## config.mk

```make
export PLATFORM = sky130hd
export DESIGN_NAME = beat_timebase
export DESIGN_NICKNAME = d
export VERILOG_FILES = /design/src/rtl/beat_timebase.sv
export SDC_FILE = /design/constraint.sdc
export NUM_CORES = 1
export LEC_CHECK = 0
export CORE_ASPECT_RATIO = 0.75
export CORE_MARGIN = 3
export CORE_UTILIZATION = 50
export DETAILED_ROUTE_END_ITERATION = 10
export PLACE_DENSITY = 0.78
export SETUP_SLACK_MARGIN = 0.02
export SLEW_MARGIN = 5
export SYNTH_ARGS = -nofsm -noshare
export SYNTH_HDL_FRONTEND = slang
export SYNTH_SLANG_ARGS = --single-unit
```

## constraint.sdc

```tcl
create_clock -name Clk -period 2.8 [get_ports Clk]
set_input_delay 0.7 -clock Clk [delete_from_list [all_inputs] [get_ports Clk]]
set_output_delay 0.7 -clock Clk [all_outputs]
set_load 0.1 [all_outputs]
```

## src/rtl/beat_timebase.sv

```systemverilog
// rtl/beat_timebase.sv - game timebase: prescaled base_tick, seconds counter, NUM_CH beat channels
// Optional BEAT_FAST_FWD_EN adds fast_fwd input that halves the prescaler terminal count.
module beat_timebase #(
    parameter int PRESCALE = 50_000_000,
    parameter int NUM_CH   = 4,
    parameter int CNT_W    = 16,
    parameter int SEC_W    = 16,
    localparam int CH_W    = (NUM_CH > 1) ? $clog2(NUM_CH) : 1
) (
    input  logic              Clk,
    input  logic              Reset,
    input  logic              is_game,
    input  logic              is_open,
    input  logic              cfg_we,
    input  logic [CH_W-1:0]   cfg_ch,
    input  logic [CNT_W-1:0]  cfg_period,
    input  logic              cfg_oneshot,
    input  logic [NUM_CH-1:0] ch_en,
`ifdef BEAT_FAST_FWD_EN
    input  logic              fast_fwd,
`endif
    output logic              base_tick,
    output logic [SEC_W-1:0]  seconds,
    output logic [NUM_CH-1:0] ch_tick,
    output logic [NUM_CH-1:0] ch_busy,
    output logic              cfg_ack,
    output logic              cfg_err
);

    localparam int PW = (PRESCALE > 2) ? $clog2(PRESCALE) : 1;
    localparam logic [PW-1:0]   TERM_FULL = PW'(PRESCALE - 1);
    localparam logic [CH_W:0]   NUM_CH_W  = (CH_W + 1)'(NUM_CH);

    logic [PW-1:0]    pre_cnt;
    logic [PW-1:0]    term;
    logic [CNT_W-1:0] cnt    [NUM_CH];
    logic [CNT_W-1:0] period [NUM_CH];
    logic [NUM_CH-1:0] done;
    logic [NUM_CH-1:0] mode;
    logic run;
    logic wrap;
    logic cfg_valid;

`ifdef BEAT_FAST_FWD_EN
    localparam logic [PW-1:0] TERM_HALF = PW'(PRESCALE / 2 - 1);
    // >= compare below means a late switch to the short term wraps at once
    assign term = fast_fwd ? TERM_HALF : TERM_FULL;
`else
    assign term = TERM_FULL;
`endif

    assign run       = is_game & ~is_open;
    assign wrap      = (pre_cnt >= term);
    assign cfg_valid = ({1'b0, cfg_ch} < NUM_CH_W);

    always_comb begin
        ch_busy = '0;
        for (int i = 0; i < NUM_CH; i++) begin
            ch_busy[i] = ch_en[i] & (period[i] != '0) & ~done[i];
        end
    end

    always_ff @(posedge Clk) begin
        if (Reset) begin
            pre_cnt   <= '0;
            seconds   <= '0;
            base_tick <= 1'b0;
            ch_tick   <= '0;
            cfg_ack   <= 1'b0;
            cfg_err   <= 1'b0;
            done      <= '0;
            mode      <= '0;
            for (int i = 0; i < NUM_CH; i++) begin
                cnt[i]    <= '0;
                period[i] <= '0;
            end
        end else begin
            base_tick <= 1'b0;
            ch_tick   <= '0;
            cfg_ack   <= cfg_we & cfg_valid;
            cfg_err   <= cfg_we & ~cfg_valid;

            if (is_open) begin
                pre_cnt <= '0;
                seconds <= '0;
                done    <= '0;
                for (int i = 0; i < NUM_CH; i++) begin
                    cnt[i] <= '0;
                end
            end else if (run) begin
                if (wrap) begin
                    pre_cnt   <= '0;
                    seconds   <= seconds + SEC_W'(1);
                    base_tick <= 1'b1;
                end else begin
                    pre_cnt <= pre_cnt + PW'(1);
                end
                for (int i = 0; i < NUM_CH; i++) begin
                    if (base_tick && ch_en[i] && (period[i] != '0) && !done[i]) begin
                        if (cnt[i] == period[i] - CNT_W'(1)) begin
                            cnt[i]     <= '0;
                            ch_tick[i] <= 1'b1;
                            if (mode[i]) begin
                                done[i] <= 1'b1;
                            end
                        end else begin
                            cnt[i] <= cnt[i] + CNT_W'(1);
                        end
                    end
                end
            end

            // A config write overrides any expiry on the same channel this edge
            if (cfg_we && cfg_valid) begin
                for (int i = 0; i < NUM_CH; i++) begin
                    if (cfg_ch == CH_W'(i)) begin
                        period[i]  <= cfg_period;
                        mode[i]    <= cfg_oneshot;
                        cnt[i]     <= '0;
                        done[i]    <= 1'b0;
                        ch_tick[i] <= 1'b0;
                    end
                end
            end
        end
    end

endmodule
```

==> reports/qor.yml <==
p_comb_share_pct: 12.9
fillCellCount: 1600
antennaDiodeCount: 0
status: "complete, but fails checks"
clk_path_buf_depth: 2
r2r-start: "period[1][2]"
dr_total_vias: 9143
final_cell_mix: "buf_4, dfxtp_1, nor2_1"
hold_viol: 0
r2r-end: "cnt[1][6]"
ys_ff_latch: 184
routabilityCongestion: 0.853
start_util_pct: 51.2
place_hpwl_mm: 18.8
drt_iter0_drc: 931
layout.nets: 1343
whs_path_depth: 1
firstDrtPassIters: 6
clock_skew_ps: 7.63
grt_use_total_pct: 23.5
setup_tns_ps: -645
maxSlewViolCount: 0
layout_min_cycle_time_ps: 2930
violations: "setup timing"
post-route-period-util_pct: 105
cp_max_fo: 22
hold_class: "reg -> reg"
yosysUniqueCellTypes: 78
cp.required_ps: 3130
clock_latency_ps: 430
grt_setup_unrepaired: "yes"
critical_path_class: "reg -> reg"
synth_area_sq_mm: 0.0104
grt_overflow_total: 0
grt_pass1_vias: 8455
slowest_stage: "edfxtp_1"
htreeDepth: 4
synth_edf_count: 64
ant_nets: 0
endpoint_kind: "flop"
cts.sinks: 184
cp-start-kind: "flop"
wl_mm: 27.3
worst_pin_slew_ps: 579
fp-row-count: 45
die-height_microns: 131
design.core.area_sq_mm: 0.0203
relSlewSlack_pct: 60.4
clk_transition_reported_paths_ps: 70
async_flop_share_pct: 0
hold_buffers: 0
synth.avg_cell_area_sq_um: 8.99
fin_ws_ps: -129
power_frac_clock_pct: 37.2
grt_max_degree: 26
io_pins: 55
swShare_pct: 26.6
final_common_cell: "buf_4"
root_buffer: "clkbuf_16"
seq_area_frac_synth_pct: 41.6
die-area_sq_mm: 0.0226
syn_to_final_growth_pct: 24.2
timing.fmax_mhz: 341
r2r_cells: 9
cts_tree: "built"
holdPathEnd: "done[0]"
slowest_delay_ps: 420
cellInternalPower_mw: 4.32
viasPerCell: 5.72
fin_area_sq_mm: 0.0129
worstPathCellList: "or3_4 -> or3_4 -> a2111oi_4 -> nand4bb_4 -> a2111oi_4 -> a21oi_4 -> buf_12 -> a21o_1 -> a22o_1"
min-delay-start: "done[0]"
drive_gt1_share_pct: 18.8
cts_buffers: 17
post_dp_cell_area_sq_mm: 0.0119
synth_top_flop_cell: "dfxtp_1"
power_frac_seq_pct: 49.9
maxCapViolCount: 0
ir_drop_uv: 420
die_w_microns: 173
synthCells: 1158
wl_per_cell_microns: 17.1
syn_nets: 1198
antenna_found_initial: 0
cp.arrival_ps: 3260
r2r_setup_slack_ps: -130
drc_errors: 0
ys_warn_count: 0
p_per_area_mw_per_mm2: 455
switchingPower_mw: 1.57
port_buffers: 53
final-setup-viol-count: 12
grt_pass1_wl_mm: 43.0
p_leak_nw: 4.74
area by class of cell:
class	count	area (sq um)	area share [%]
Multi-Input combinational cell	899	6160	47.7
Sequential cell	184	4320	33.5
Timing Repair Buffer	170	1460	11.3
Clock buffer	20	437	3.38
Tap cell	282	353	2.73
Inverter	31	116	0.900
Clock inverter	12	78.8	0.610
cells in the mapped netlist (18+ instances only):
cell type / instances / area (sq um)
o21ai_0: 19 / 95.1
nor2_1: 119 / 447
nand2b_1: 19 / 119
edfxtp_1: 64 / 1920
a21oi_1: 48 / 240
nand2_1: 85 / 319
xor2_1: 59 / 517
a31oi_1: 18 / 113
clkbuf_1: 34 / 128
and2_1: 72 / 450
nand4_1: 28 / 175
nand3_1: 58 / 290
and3_1: 26 / 163
inv_1: 31 / 116
xnor2_1: 78 / 683
nor3_1: 35 / 175
dfxtp_1: 120 / 2400
routing by layer:
metal	wire length (microns)	track usage [%]	share of wire [%]
met2	12500	37.6	46
met5	0	0	0
met4	436	6.77	1.6
met1	12400	32.0	45
met3	1940	6.09	7.1
stage by stage:
step / utilization, % / hold slack [ps] / total power, mW / cells / setup WS (ps)
finish: 63.6 / 460 / 5.89 / 1598 / -129
global placement: 58.7 / 442 / 3.63 / 1543 / -68.2
CTS: 62.0 / 460 / 5.84 / 1584 / -70.9
floorplan: - / 431 / 3.36 / 1158 / -155
detailed placement: 58.7 / 445 / 3.64 / 1543 / -207
global route: 63.6 / 480 / 6.08 / 1598 / -255
flip-flops by register name (all words and copies together) (netlist names):
signal and flops:
cnt 64, period 64, pre_cnt 26, seconds 16, ch_tick 4, done 4, mode 4, base_tick 1
cfg_ack 1
power by group through the flow:
stage                     sequential [mW]  clock [mW]  combinational [mW]
after floorplan                      2.97           0               0.392
after global placement               2.98           0               0.649
after detailed placement             2.98           0               0.664
after CTS                            2.93        2.22               0.693
after global routing                 2.94        2.32               0.818
final                                2.93        2.19               0.762
how the worst max path moves through the flow:
stage            startpoint         end  slack (ps)  cells past startpoint
2_1_floorplan  period[2][0]  cnt[2][12]        -150                      9
3_3_place_gp   period[2][1]  cnt[2][11]         -70                     11
3_5_place_dp   period[1][1]  cnt[1][14]        -210                     11
4_1_cts        period[1][2]  cnt[1][14]         -70                      9
5_1_grt        period[1][2]  cnt[1][14]        -260                      9
6_report       period[1][2]   cnt[1][6]        -130                      9
cells by family after synthesis:
family / share of synthesized area, %
adders and majority gates: 1.44
muxes: 1.88
buffers and inverters: 3.05
AOI/OAI and AO/OA: 12.3
other: 0.0360
and+or+nand+nor: 28.2
DFF: 41.6
xor gates and xnor gates: 11.5
critical path: cells and delay by family, from the launching register on:
family / cells / cell delay, ps
AOI/OAI and AO/OA: 5 / 1220
and+or+nand+nor: 3 / 980
DFF: 1 / 420
buffers and inverters: 1 / 170
timing repair:
item / CTS / global route
endpoints found under the setup margin: 44 / 69
resized for setup: 20 / 35
buffers inserted: 9 / 13
gates cloned: 0 / 2
pin swaps: 8 / 17
(Power assumes the default switching activity.)
